`src/rtl/riscv_fetch_unit.sv`:
```
// Instruction fetch front end: PC, credit-limited imem requests, registered instruction FIFO, redirect flush.
// Optional macro FETCH_MISALIGN_CHECK_EN: a misaligned redirect target enters a terminal FAULT state.
`timescale 1ns/1ps
module riscv_fetch_unit #(
  parameter int                     WORD_LENGTH = 32,
  parameter logic [WORD_LENGTH-1:0] RESET_PC    = '0,
  parameter int                     FIFO_DEPTH  = 2
) (
  input  logic                   clk,
  input  logic                   rst_n,
  output logic                   imem_req_valid,
  input  logic                   imem_req_ready,
  output logic [WORD_LENGTH-1:0] imem_addr,
  input  logic                   imem_rsp_valid,
  input  logic [WORD_LENGTH-1:0] imem_rsp_data,
  output logic                   inst_valid,
  output logic [WORD_LENGTH-1:0] inst,
  output logic [WORD_LENGTH-1:0] inst_pc,
  input  logic                   inst_ready,
  input  logic                   redirect_valid,
  input  logic [WORD_LENGTH-1:0] redirect_pc,
  output logic                   fetch_fault
);
  // Handshakes: a transfer happens on a rising edge where valid && ready; the request
  // side holds valid/addr stable until accepted unless a redirect intervenes.

  localparam int CW = $clog2(FIFO_DEPTH + 1);
  localparam int AW = $clog2(FIFO_DEPTH);
  localparam logic [WORD_LENGTH-1:0] ALIGN_MASK = {{(WORD_LENGTH-2){1'b1}}, 2'b00};

  typedef enum logic {ST_FETCH = 1'b0, ST_FAULT = 1'b1} state_e;

  state_e                 state_q, state_d;
  logic [WORD_LENGTH-1:0] fetch_pc_q, fetch_pc_d;
  logic [WORD_LENGTH-1:0] rsp_pc_q, rsp_pc_d;
  logic [CW-1:0]          outst_q, outst_d;
  logic [CW-1:0]          drop_q, drop_d;
  logic [CW-1:0]          count_q, count_d;
  logic [AW-1:0]          rd_ptr_q, rd_ptr_d;
  logic [AW-1:0]          wr_ptr_q, wr_ptr_d;
  logic [WORD_LENGTH-1:0] data_q [FIFO_DEPTH];
  logic [WORD_LENGTH-1:0] pc_q   [FIFO_DEPTH];

  logic [WORD_LENGTH-1:0] redirect_tgt;
  logic [CW:0]            in_use;
  logic                   credit_ok;
  logic                   req_fire;
  logic                   rsp_keep;
  logic                   pop;
  logic                   fault_enter;

  assign redirect_tgt = redirect_pc & ALIGN_MASK;
  assign in_use       = {1'b0, outst_q} + {1'b0, count_q};
  assign credit_ok    = in_use < (CW+1)'(FIFO_DEPTH);
  assign req_fire     = imem_req_valid && imem_req_ready;
  assign pop          = inst_valid && inst_ready;
  assign rsp_keep     = imem_rsp_valid && (drop_q == '0) && (state_q == ST_FETCH) && !redirect_valid;

`ifdef FETCH_MISALIGN_CHECK_EN
  assign fault_enter = redirect_valid && (state_q == ST_FETCH) && (redirect_pc[1:0] != 2'b00);
`else
  assign fault_enter = 1'b0;
`endif

  // FSM: state register
  always_ff @(posedge clk or negedge rst_n) begin
    if (!rst_n) state_q <= ST_FETCH;
    else        state_q <= state_d;
  end

  // FSM: next state (FAULT is terminal until reset)
  always_comb begin
    state_d = state_q;
    if (fault_enter) state_d = ST_FAULT;
  end

  // FSM: outputs
  always_comb begin
    imem_req_valid = rst_n && (state_q == ST_FETCH) && !redirect_valid && credit_ok;
    imem_addr      = fetch_pc_q;
    inst_valid     = (count_q != '0);
    inst           = inst_valid ? data_q[rd_ptr_q] : '0;
    inst_pc        = inst_valid ? pc_q[rd_ptr_q]   : '0;
    fetch_fault    = (state_q == ST_FAULT);
  end

  // Responses return in order and every stale one is dropped, so the PC of the next
  // kept response is simply the redirect target plus 4 per kept word.
  always_comb begin
    fetch_pc_d = fetch_pc_q;
    rsp_pc_d   = rsp_pc_q;
    outst_d    = outst_q + CW'(req_fire) - CW'(imem_rsp_valid);
    drop_d     = drop_q;
    count_d    = count_q;
    rd_ptr_d   = rd_ptr_q;
    wr_ptr_d   = wr_ptr_q;
    if (redirect_valid) begin
      drop_d   = outst_d;
      count_d  = '0;
      rd_ptr_d = '0;
      wr_ptr_d = '0;
      if (state_q == ST_FETCH) begin
        fetch_pc_d = redirect_tgt;
        rsp_pc_d   = redirect_tgt;
      end
    end else begin
      if (imem_rsp_valid && (drop_q != '0)) drop_d = drop_q - CW'(1);
      if (req_fire) fetch_pc_d = fetch_pc_q + WORD_LENGTH'(4);
      if (rsp_keep) begin
        rsp_pc_d = rsp_pc_q + WORD_LENGTH'(4);
        wr_ptr_d = wr_ptr_q + AW'(1);
      end
      if (pop) rd_ptr_d = rd_ptr_q + AW'(1);
      count_d = count_q + CW'(rsp_keep) - CW'(pop);
    end
  end

  always_ff @(posedge clk or negedge rst_n) begin
    if (!rst_n) begin
      fetch_pc_q <= RESET_PC;
      rsp_pc_q   <= RESET_PC;
      outst_q    <= '0;
      drop_q     <= '0;
      count_q    <= '0;
      rd_ptr_q   <= '0;
      wr_ptr_q   <= '0;
    end else begin
      fetch_pc_q <= fetch_pc_d;
      rsp_pc_q   <= rsp_pc_d;
      outst_q    <= outst_d;
      drop_q     <= drop_d;
      count_q    <= count_d;
      rd_ptr_q   <= rd_ptr_d;
      wr_ptr_q   <= wr_ptr_d;
    end
  end

  // Storage needs no reset: entries are only visible while count_q covers them.
  always_ff @(posedge clk) begin
    if (rsp_keep) begin
      data_q[wr_ptr_q] <= imem_rsp_data;
      pc_q[wr_ptr_q]   <= rsp_pc_q;
    end
  end

endmodule
```
`config.mk`:
```
export PLATFORM = sky130hd
export DESIGN_NAME = riscv_fetch_unit
export DESIGN_NICKNAME = d
export VERILOG_FILES = /design/src/rtl/riscv_fetch_unit.sv
export SDC_FILE = /design/constraint.sdc
export NUM_CORES = 1
export LEC_CHECK = 0
export ABC_CLOCK_PERIOD_IN_PS = 5300
export BUFFER_PORTS_ARGS = -buffer_cell sky130_fd_sc_hd__buf_4
export CAP_MARGIN = 40
export CORE_MARGIN = 5
export CORE_UTILIZATION = 41
export CTS_BUF_LIST = sky130_fd_sc_hd__clkbuf_4
export DETAILED_ROUTE_END_ITERATION = 7
export PLACE_DENSITY = 0.65
export SYNTH_ARGS = -nofsm -noshare
export SYNTH_HDL_FRONTEND = slang
export SYNTH_SLANG_ARGS = --single-unit
```
`constraint.sdc`:
```
create_clock -name clk -period 5.3 [get_ports clk]
set_input_delay 0.795 -clock clk [delete_from_list [all_inputs] [get_ports clk]]
set_output_delay 0.795 -clock clk [all_outputs]
set_load 0.05 [all_outputs]
```
==> results of run 1 <==
==> what timing repair did <==
action	CTS	global route
hold buffers	0	1
hold endpoints to repair	0	10
buffers inserted	0	0
==> state kept, by name, indices dropped and copies added (netlist names) <==
| register | cells |
|---|---|
| count_q | 2 |
| data_q | 64 |
| drop_q | 2 |
| imem_addr | 30 |
| outst_q | 2 |
| pc_q | 60 |
| rd_ptr_q | 1 |
| rsp_pc_q | 30 |
| wr_ptr_q | 1 |
==> power breakdown <==
| group | internal, mW | switching, mW |
|---|---|---|
| clock network | 0.333 | 0.489 |
| logic | 0.519 | 1.14 |
| registers | 1.77 | 0.162 |
| total | 2.62 | 1.79 |
==> worst max path at each step <==
stage	startpoint	to	slack [ns]
2_1_floorplan	redirect_valid	data_q[0][0]$_DFFE_PP_	0.64
3_3_place_gp	redirect_valid	drop_q[1]$_DFFE_PN0P_	1.99
3_5_place_dp	redirect_valid	drop_q[1]$_DFFE_PN0P_	1.93
4_1_cts	rd_ptr_q$_DFFE_PN0P_	inst[15]	1.87
5_1_grt	rd_ptr_q$_DFFE_PN0P_	inst[14]	1.74
6_report	rd_ptr_q$_DFFE_PN0P_	inst[23]	1.98
==> stage by stage <==
stage	cell area [µm²]	utilization (%)	hold slack (ns)	instances
floorplan	8490	-	0.457	689
CTS	10300	50.5	0.00117	1125
global route	10300	50.6	0.346	1126
global placement	9960	49.1	0.497	1093
detailed placement	9960	49.1	0.517	1093
finish	10300	50.6	0.416	1126
==> synth_stat cells (3+ instances only) <==
| library cell | count |
|---|---|
| sky130_fd_sc_hd__clkbuf_1 | 18 |
| sky130_fd_sc_hd__and3_1 | 9 |
| sky130_fd_sc_hd__buf_2 | 7 |
| sky130_fd_sc_hd__nand2b_1 | 5 |
| sky130_fd_sc_hd__nand4_1 | 21 |
| sky130_fd_sc_hd__inv_1 | 8 |
| sky130_fd_sc_hd__nor4_1 | 3 |
| sky130_fd_sc_hd__o211ai_1 | 12 |
| sky130_fd_sc_hd__a31oi_1 | 7 |
| sky130_fd_sc_hd__xnor2_1 | 14 |
| sky130_fd_sc_hd__nand2_1 | 53 |
| sky130_fd_sc_hd__buf_1 | 3 |
| sky130_fd_sc_hd__and4_1 | 5 |
| sky130_fd_sc_hd__o21ai_0 | 47 |
| sky130_fd_sc_hd__nor2_1 | 93 |
| sky130_fd_sc_hd__buf_4 | 7 |
| sky130_fd_sc_hd__and2_1 | 8 |
| sky130_fd_sc_hd__dfrtp_1 | 68 |
| sky130_fd_sc_hd__nand3_1 | 32 |
| sky130_fd_sc_hd__a21oi_1 | 10 |
| sky130_fd_sc_hd__ha_1 | 7 |
| sky130_fd_sc_hd__xor2_1 | 22 |
| sky130_fd_sc_hd__edfxtp_1 | 124 |
| sky130_fd_sc_hd__o311ai_0 | 7 |
| sky130_fd_sc_hd__mux2i_1 | 64 |
| sky130_fd_sc_hd__nor3_1 | 4 |
==> worst max-delay path, delay by kind of cell (launching register included) <==
kind	cells	cell delay, ns
DFF	1	0.78
muxes	1	0.29
buffers and inverters	2	0.79
and+or+nand+nor	1	0.06
==> metal layers <==
layer  vias up  global-route usage, %  part of all wire [%]
met5         -                      0                     0
met4         0                   4.16                   1.2
met3        14                   3.74                   5.5
met2       195                   22.9                    43
met1      2775                   23.8                    50
li1       2811                      -                     -
==> logic make-up after synthesis <==
group / Yosys count / share of synthesized area [%]
fa+ha+maj: 8 / 1.27
mux: 65 / 7.69
buf+inv: 44 / 2.36
other cells: 1 / 0.0442
flops: 192 / 64.0
compound gates: 92 / 6.48
xor+xnor: 36 / 3.72
simple gates: 247 / 14.4
==> final cells by class <==
type | count | area, µm²
fill | 1829 | 10000
sequential | 192 | 5430
multi-input combinational | 453 | 2890
timing repair buffer | 170 | 1280
tap | 270 | 338
clock inverter | 14 | 164
clock buffer | 18 | 135
inverter | 9 | 33.8
==> cell usage in the layout, fill, tap and decap left out, types with 14 or more instances in the layout <==
cell type / count
sky130_fd_sc_hd__buf_4: 169
sky130_fd_sc_hd__clkbuf_4: 18
sky130_fd_sc_hd__dfrtp_1: 67
sky130_fd_sc_hd__edfxtp_1: 124
sky130_fd_sc_hd__mux2i_1: 64
sky130_fd_sc_hd__nand2_1: 53
sky130_fd_sc_hd__nand3_1: 32
sky130_fd_sc_hd__nand4_1: 21
sky130_fd_sc_hd__nor2_1: 90
sky130_fd_sc_hd__o21ai_0: 47
sky130_fd_sc_hd__xnor2_1: 14
sky130_fd_sc_hd__xor2_1: 22
==> results_dict.tcl, run 1 <==
set metrics [dict create \
    ios 169 \
    yosys.area.top_type "sky130_fd_sc_hd__edfxtp_1" \
    syn-mean-instance-area_um2 12.4 \
    worstSetupEndpointType "output pin" \
    synth_flop_cell "sky130_fd_sc_hd__edfxtp_1" \
    leakage_nw 3.94 \
    area.growth.synth_to_final_pct 21.1 \
    avgRoutedWirePerCell_um 16.9 \
    critical_path.max_stage_delay_ns 0.78 \
    cp_max_fo 35 \
    drv_cap 0 \
    firstDrtPassIters 5 \
    totalPowerFinal_mw 4.41 \
    grt_remaining_overflow 0 \
    run_status "completed" \
    worst_hold_stages 1 \
    fin_setup_tns_ns 0 \
    criticalPathCategory "flip-flop to output pin" \
    nets 921 \
    initial_core_util_pct 41.8 \
    max_freq_mhz 302 \
    floorplan.rows 52 \
    post_cts_resize_count 0 \
    holdCritPathClass "primary input to flip-flop" \
    grt_usage_pct 15.7 \
    clock_path_buffers 2 \
    min_delay_worst_endpoint "data_q[0][17]$_DFFE_PP_" \
    synth.top_cells.by_area "sky130_fd_sc_hd__edfxtp_1, sky130_fd_sc_hd__dfrtp_1, sky130_fd_sc_hd__mux2i_1" \
    layout_min_cycle_time_ns 3.32 \
    gpl.final_weighted_congestion 0.831 \
    max-slew-margin-rel_pct 43.9 \
    coreArea_mm2 0.0203 \
    r2r_slack_ns 2.04 \
    grt_max_degree 68 \
    initialDrtViolationCount 235 \
    antenna-diode-count 0 \
    postLayoutSetupSlackWorst_ns 1.98 \
    final_wirelength_mm 19.1 \
    tightestPinTransition_ns 0.842 \
    worst_ep_required_time_ns 4.51 \
    numCtsBuffers 17 \
    ff2ff_path_depth 13 \
    layout_cell_share_with_drive_strength_beyond_1_pct 25.4 \
    number_of_max_slew_violations_in_the_final_report 0 \
    finalClockSkew_ns 0.0262 \
    cp_common_cell "sky130_fd_sc_hd__buf_4" \
    r2r-end "drop_q[1]$_DFFE_PN0P_" \
    fp.dieH_um 154 \
    final-hold-violation-count 0 \
    cts_tree "yes" \
    rsz0062_at_grt "no" \
    setup_viol 0 \
    drc 0 \
    vias_per_cell 5.15 \
    cellPowerDensity_mw_per_mm2 430 \
    numPortBuffers 161 \
    post_synth_inst_count 685 \
    hp-start "imem_rsp_data[17]" \
    synth.yosys.seq_area_share_pct 64.0 \
    antenna_found_initial 0 \
    share_of_flip_flops_with_an_asynchronous_set_or_reset_pct 35.4 \
    worst_ep_arrival_time_ns 2.52 \
    cts-root-buf "sky130_fd_sc_hd__clkbuf_4" \
    vias 5795 \
    synth_cell_type_count 47 \
    clock_sink_count 192 \
    die_area_mm2 0.0237 \
    final_antenna_net_count 0 \
    clk_transition_reported_paths_ns 0.15 \
    htree_num_levels 4 \
    min_period_over_period_pct 62.6 \
    reg2reg_from "count_q[0]$_DFF_PN0_" \
    fp.dieW_um 154 \
    critical_path.cell_chain "buf_4 -> mux2i_1 -> nor2_1 -> buf_4" \
    grt_pass1_wl_mm 29.9 \
    post-synth-top-area-fraction_pct 43.9 \
    first_global_vias 5553 \
    cp-start-kind "flip-flop" \
    worst_skew_pair.late_latency_ns 0.57 \
    netlist_area_mm2 0.00848 \
    hpwl_detailed_mm 13.2 \
    number_of_warnings_reported_in_the_yosys_synthesis_log 0 \
    ys_ff_latch 192 \
    timing.critical_path.slowest_stage_cell "sky130_fd_sc_hd__dfrtp_4" \
    synth_edf_count 124 \
    place_ws_ns 1.93 \
    peak_ir_drop_on_the_vdd_network_uv 186 \
]
No activity file was read; power rests on OpenSTA's default activity.
==> run 2, diff against run 1 <==
- ABC_CLOCK_PERIOD_IN_PS: 5300 -> 2700
- PLACE_DENSITY: 0.65 -> 0.68
- clock period: 5.3 -> 2.7 ns (I/O delays scaled with it)
==> results_dict.tcl, run 2 (synthesis gave the netlist of run 1 again) <==
set metrics [dict create \
    run_status "completed" \
    nets 964 \
    drc 0 \
    cts_tree "yes" \
    firstDrtPassIters 5 \
    netSwitchingFraction_pct 39.8 \
    worstSetupEndpointType "output pin" \
    grt_max_degree 63 \
    max-slew-margin-rel_pct 55.2 \
    r2r-end "drop_q[1]$_DFFE_PN0P_" \
    initialDrtViolationCount 298 \
    final_wirelength_mm 19.1 \
    criticalPathCategory "flip-flop to output pin" \
    fp.dieH_um 154 \
    top_register "data_q" \
    cellPowerDensity_mw_per_mm2 820 \
    largest_register_ffs 64 \
    critPathTopFamily "adder cells" \
    fp.dieW_um 154 \
    setup_viol 0 \
    initial_core_util_pct 41.8 \
    numPortBuffers 161 \
    vias_per_cell 5.13 \
    grt_pass1_wl_mm 31.0 \
    min_period_over_period_pct 94.9 \
    layout.cells.most_common_list "sky130_fd_sc_hd__buf_4, sky130_fd_sc_hd__edfxtp_1, sky130_fd_sc_hd__nor2_1" \
    final_antenna_net_count 0 \
    share_comb_of_total_power_pct 39.8 \
    hpwl_detailed_mm 13.1 \
    most_frequent_standard_cell_in_the_layout_excluding_fill_and_tap_cells "sky130_fd_sc_hd__buf_4" \
    clk_transition_reported_paths_ns 0.16 \
    max_freq_mhz 390 \
    number_of_max_slew_violations_in_the_final_report 0 \
    clkPwrFrac_pct 18.0 \
    critPathBufInv 2 \
    first_global_vias 5970 \
    leakage_nw 4.16 \
    finalClockSkew_ns 0.0313 \
    area.growth.synth_to_final_pct 27.1 \
    grt_usage_pct 16.3 \
    worst_skew_pair.late_latency_ns 0.56 \
    holdCritPathClass "primary input to flip-flop" \
    critical_path.max_stage_delay_ns 0.44 \
    fin_setup_tns_ns 0 \
    critical_path.cell_chain "and2_4 -> fa_2 -> nor4b_4 -> buf_4 -> buf_8" \
    antenna_found_initial 1 \
    relative_contribution_of_sequential_cells_to_total_power_pct 42.3 \
    peak_ir_drop_on_the_vdd_network_uv 380 \
    cp_max_fo 2 \
    tightestPinTransition_ns 0.670 \
    clock_sink_count 192 \
    largest_registers "data_q: 64 flops, pc_q: 60 flops" \
    clock_path_buffers 2 \
    intPower_mw 5.31 \
    coreArea_mm2 0.0203 \
    drv_cap 0 \
    min_delay_worst_endpoint "rsp_pc_q[25]$_DFFE_PN0N_" \
    worst_ep_arrival_time_ns 2.16 \
    vias 5998 \
    hp-start "redirect_pc[25]" \
    worst_ep_required_time_ns 2.30 \
    cts-root-buf "sky130_fd_sc_hd__clkbuf_4" \
    layout_cell_share_with_drive_strength_beyond_1_pct 25.9 \
    timing.critical_path.slowest_stage_cell "sky130_fd_sc_hd__fa_2" \
    numCtsBuffers 17 \
    rsz0062_at_grt "yes" \
    cts_setup_buffers 0 \
    htree_num_levels 4 \
    ios 169 \
    ff2ff_path_depth 12 \
    avgRoutedWirePerCell_um 16.3 \
    r2r_slack_ns 0.16 \
    gpl.final_weighted_congestion 0.804 \
    reg2reg_from "count_q[0]$_DFF_PN0_" \
    power.switching_mw 3.52 \
    die_area_mm2 0.0237 \
    floorplan.rows 52 \
    worst_hold_stages 3 \
    cp-start-kind "flip-flop" \
    fin_util_pct 53.1 \
    final-hold-violation-count 0 \
    layout_min_cycle_time_ns 2.56 \
    grt_remaining_overflow 0 \
]
==> run 2: changes by cell type in the layout (fill, tap and decap cells not counted), sizes merged <==
| cell | delta |
|---|---|
| buf | +11 |
| clkbuf | +2 |
| clkinv | -2 |
| clkinvlp | -2 |
| diode | +1 |
| dlygate4sd3 | +32 |
| inv | +1 |
==> run 2: metrics by stage <==
| step | setup WS (ns) | hold WS, ns | std cells | power, mW | area [µm²] |
|---|---|---|---|---|---|
| floorplan | -0.559 | 0.109 | 689 | 6.16 | 8550 |
| global placement | 0.129 | 0.462 | 1104 | 7.25 | 10100 |
| detailed placement | 0.0564 | 0.459 | 1104 | 7.30 | 10100 |
| CTS | 0.0245 | 0.0192 | 1168 | 8.94 | 10800 |
| global route | -0.0202 | 0.00432 | 1169 | 9.32 | 10800 |
| finish | 0.137 | 0.0785 | 1169 | 8.83 | 10800 |
==> run 2: worst register-to-register path, delay by kind of cell, from the launching register on <==
family	cells	cell delay (ns)
AOI/OAI and AO/OA	1	0.08
xor gates and xnor gates	2	0.31
adders and majority gates	3	0.84
buffers and inverters	2	0.08
DFF	1	0.42
and+or+nand+nor	4	0.74
==> run 2: power by group through the flow <==
stage / Clock [mW] / Sequential [mW] / Combinational [mW]
3_5_place_dp: 0 / 3.79 / 3.51
5_1_grt: 1.79 / 3.78 / 3.75
3_3_place_gp: 0 / 3.78 / 3.47
2_1_floorplan: 0 / 3.96 / 2.20
4_1_cts: 1.65 / 3.73 / 3.56
6_report: 1.59 / 3.73 / 3.51
==> run 2: final cells by class <==
class / count / area [µm²]
clock buffers: 20 / 150
well taps: 270 / 338
inverters: 9 / 36.3
diodes: 1 / 2.50
clock inverters: 11 / 140
repair buffers: 213 / 1750
fillers: 1808 / 9530
flip-flops and latches: 192 / 5430
multi-input cells: 453 / 2930
==> run 2: worst max path at each step <==
stage | cells past startpoint | endpoint | slack (ns) | from
floorplan | 5 | data_q[0][0]$_DFFE_PP_ | -0.56 | redirect_valid
global placement | 12 | drop_q[1]$_DFFE_PN0P_ | 0.13 | count_q[0]$_DFF_PN0_
detailed placement | 12 | drop_q[1]$_DFFE_PN0P_ | 0.06 | count_q[0]$_DFF_PN0_
CTS | 5 | imem_req_valid | 0.02 | count_q[0]$_DFF_PN0_
global route | 5 | imem_req_valid | -0.02 | count_q[0]$_DFF_PN0_
finish | 5 | imem_req_valid | 0.14 | count_q[0]$_DFF_PN0_
==> run 2: timing repair <==
action                                 in CTS  in global routing
setup endpoints to repair                   1                  2
endpoints found under the hold margin      85                  0
pin swaps                                   1                  1
hold buffers                               33                  0
gates resized for setup                     2                  1
==> run 2: layer usage <==
layer  up-vias  wire, µm  GRT usage [%]
li1       2888         -              -
met2       212      8780           25.8
met5         -         0              0
met3        18      1160           3.60
met4         0       315           5.34
met1      2880      8830           22.5
==> run 3, diff against run 2 <==
- BUFFER_PORTS_ARGS: -buffer_cell sky130_fd_sc_hd__buf_4 -> unset
- DONT_BUFFER_PORTS: unset -> 1
- PLACE_DENSITY: 0.68 -> 0.6
- RECOVER_POWER: unset -> 25
==> results_dict.tcl, run 3 (synthesis gave the netlist of run 1 again) <==
set metrics [dict create \
    top_register "data_q" \
    totalPowerFinal_mw 8.94 \
    relative_contribution_of_sequential_cells_to_total_power_pct 42.4 \
    setup_viol 0 \
    holdCritPathClass "primary input to flip-flop" \
    globalRouteMet2Util_pct 26.8 \
    grt_usage_pct 17.0 \
    netSwitchingFraction_pct 41.0 \
    cp-start-kind "flip-flop" \
    placedCellCount 1027 \
    multi_input_comb_area_mm2 0.00295 \
    gpl.final_weighted_congestion 0.842 \
    clk_transition_reported_paths_ns 0.18 \
    antenna_found_initial 0 \
    vias 6074 \
    power.switching_mw 3.66 \
    grt_busiest_layer "met2" \
    grtUsageMet1_pct 23.4 \
    most_frequent_standard_cell_in_the_layout_excluding_fill_and_tap_cells "sky130_fd_sc_hd__edfxtp_1" \
    fin_setup_tns_ns 0 \
    grt_remaining_overflow 0 \
    criticalPathCategory "flip-flop to flip-flop" \
    sequential_cell_area_mm2 0.00543 \
    nets 962 \
    min_period_over_period_pct 98.3 \
    floorplan.rows 52 \
    violations_in_the_final_reports "capacitance limit, slew limit" \
    final-hold-violation-count 0 \
    share_comb_of_total_power_pct 39.6 \
    largest_registers "data_q: 64 flops, pc_q: 60 flops" \
    die_area_mm2 0.0237 \
    drv_cap 1 \
    cellPowerDensity_mw_per_mm2 816 \
    vias_per_cell 5.20 \
    avgRoutedWirePerCell_um 17.5 \
    hpwl_detailed_mm 13.6 \
    layout_min_cycle_time_ns 2.65 \
    final_antenna_net_count 0 \
    fin_util_pct 54.0 \
    antenna-diode-count 0 \
    largest_register_ffs 64 \
    max_freq_mhz 377 \
    finalClockSkew_ns 0.0333 \
    final_wirelength_mm 20.5 \
    max-slew-margin-rel_pct -14.8 \
    layout.cells.most_common_list "sky130_fd_sc_hd__edfxtp_1, sky130_fd_sc_hd__dlygate4sd3_1, sky130_fd_sc_hd__buf_4" \
    use_met3_pct 4.53 \
    grt_max_degree 69 \
    ios 169 \
    tightestPinTransition_ns 1.72 \
    num-fill-cells 1734 \
    number_of_max_slew_violations_in_the_final_report 69 \
    worst_ep_required_time_ns 3.21 \
    cp_max_fo 4 \
    cts-root-buf "sky130_fd_sc_hd__clkbuf_4" \
    clkPwrFrac_pct 18.0 \
    numCtsBuffers 17 \
    worst_ep_arrival_time_ns 3.16 \
    intPower_mw 5.28 \
    leakage_nw 4.12 \
    area.growth.synth_to_final_pct 29.2 \
    drc 0 \
    coreArea_mm2 0.0203 \
    peak_ir_drop_on_the_vdd_network_uv 421 \
    clock_sink_count 192 \
    first_global_vias 6009 \
    grt_pass1_wl_mm 32.2 \
    initial_core_util_pct 41.8 \
    htree_num_levels 4 \
    firstDrtPassIters 5 \
    initialDrtViolationCount 421 \
    cts_tree "yes" \
    fp.dieH_um 154 \
    layoutNonFillerInstCount 1167 \
    run_status "finished with violations" \
    worst_skew_pair.late_latency_ns 0.57 \
    clock_path_buffers 2 \
    numPortBuffers 0 \
    worstSetupEndpointType "flip-flop" \
    layout_cell_share_with_drive_strength_beyond_1_pct 18.2 \
    fp.dieW_um 154 \
]
## run 3: cell types whose count changed in the layout (fill, tap and decap cells not counted), sizes merged
cell,previous run,this run
bufinv,3,2
clkinv,4,5
diode,1,0
buf,180,105
clkbuf,20,18
inv,13,17
dlygate4sd3,33,105
## run 3: worst paths after layout
kind / startpoint / depth (start not counted) / end / slack, ns
worst max register to register: count_q[0]$_DFF_PN0_ / 12 / drop_q[1]$_DFFE_PN0P_ / 0.05
worst max-delay path: count_q[0]$_DFF_PN0_ / 12 / drop_q[1]$_DFFE_PN0P_ / 0.05
min in group asynchronous: rst_n / 2 / imem_addr[29]$_DFFE_PN0P_ / 0.78
worst min register to register: rsp_pc_q[13]$_DFFE_PN0N_ / 0 / pc_q[1][13]$_DFFE_PP_ / 0.55
worst min-delay path: redirect_pc[5] / 2 / imem_addr[5]$_DFFE_PN0P_ / 0.06
max in group asynchronous: rst_n / 2 / rd_ptr_q$_DFFE_PN0P_ / 0.63
## run 3: timing repair
item	4_1_cts	5_1_grt
buffers inserted	0	2
pin swaps	0	5
hold buffers	105	1
endpoints found under the setup margin	1	9
endpoints found under the hold margin	190	3
gates resized for setup	1	6
gates cloned	0	0
## run 3: metrics by stage
| stage | setup slack (ns) | area, µm² | hold WS, ns |
|---|---|---|---|
| 2_1_floorplan | -0.559 | 8550 | 0.109 |
| 3_3_place_gp | -0.0568 | 9540 | 0.112 |
| 3_5_place_dp | 0.0374 | 9550 | 0.111 |
| 4_1_cts | -0.00178 | 10900 | -0.153 |
| 5_1_grt | -0.0459 | 11000 | 0.00259 |
| 6_report | 0.0459 | 11000 | 0.0627 |
## run 3: worst max-delay path, stage by stage (launching register included)
cell and delay (ns):
sky130_fd_sc_hd__dfrtp_1 0.42, sky130_fd_sc_hd__and2_4 0.16, sky130_fd_sc_hd__fa_1 0.50, sky130_fd_sc_hd__nor4b_4 0.33, sky130_fd_sc_hd__and2_4 0.23, sky130_fd_sc_hd__inv_4 0.04, sky130_fd_sc_hd__ha_4 0.25, sky130_fd_sc_hd__inv_2 0.04
sky130_fd_sc_hd__ha_4 0.15, sky130_fd_sc_hd__xnor2_2 0.17, sky130_fd_sc_hd__xnor2_2 0.15, sky130_fd_sc_hd__nand2_1 0.08, sky130_fd_sc_hd__o21ai_1 0.08
## run 3: power groups by stage
stage | sequential, mW | clock [mW] | combinational [mW]
floorplan | 3.96 | 0 | 2.20
global placement | 3.84 | 0 | 3.24
detailed placement | 3.85 | 0 | 3.29
CTS | 3.79 | 1.67 | 3.50
global route | 3.83 | 1.81 | 3.76
finish | 3.79 | 1.61 | 3.54
## run 3: cell type report
type	instances	area share [%]
Clock buffer	17	1.16
Sequential cell	192	49.6
Inverter	9	0.331
Multi-Input combinational cell	453	26.9
Timing Repair Buffer	211	17.4
Clock inverter	15	1.56
Tap cell	270	3.08
## run 3: routing by layer
layer / vias up / part of all wire [%] / routed length, µm
li1: 2884 / - / -
met1: 2953 / 45 / 9150
met2: 218 / 47 / 9640
met3: 19 / 6.9 / 1410
met4: 0 / 1.3 / 260
met5: - / 0 / 0
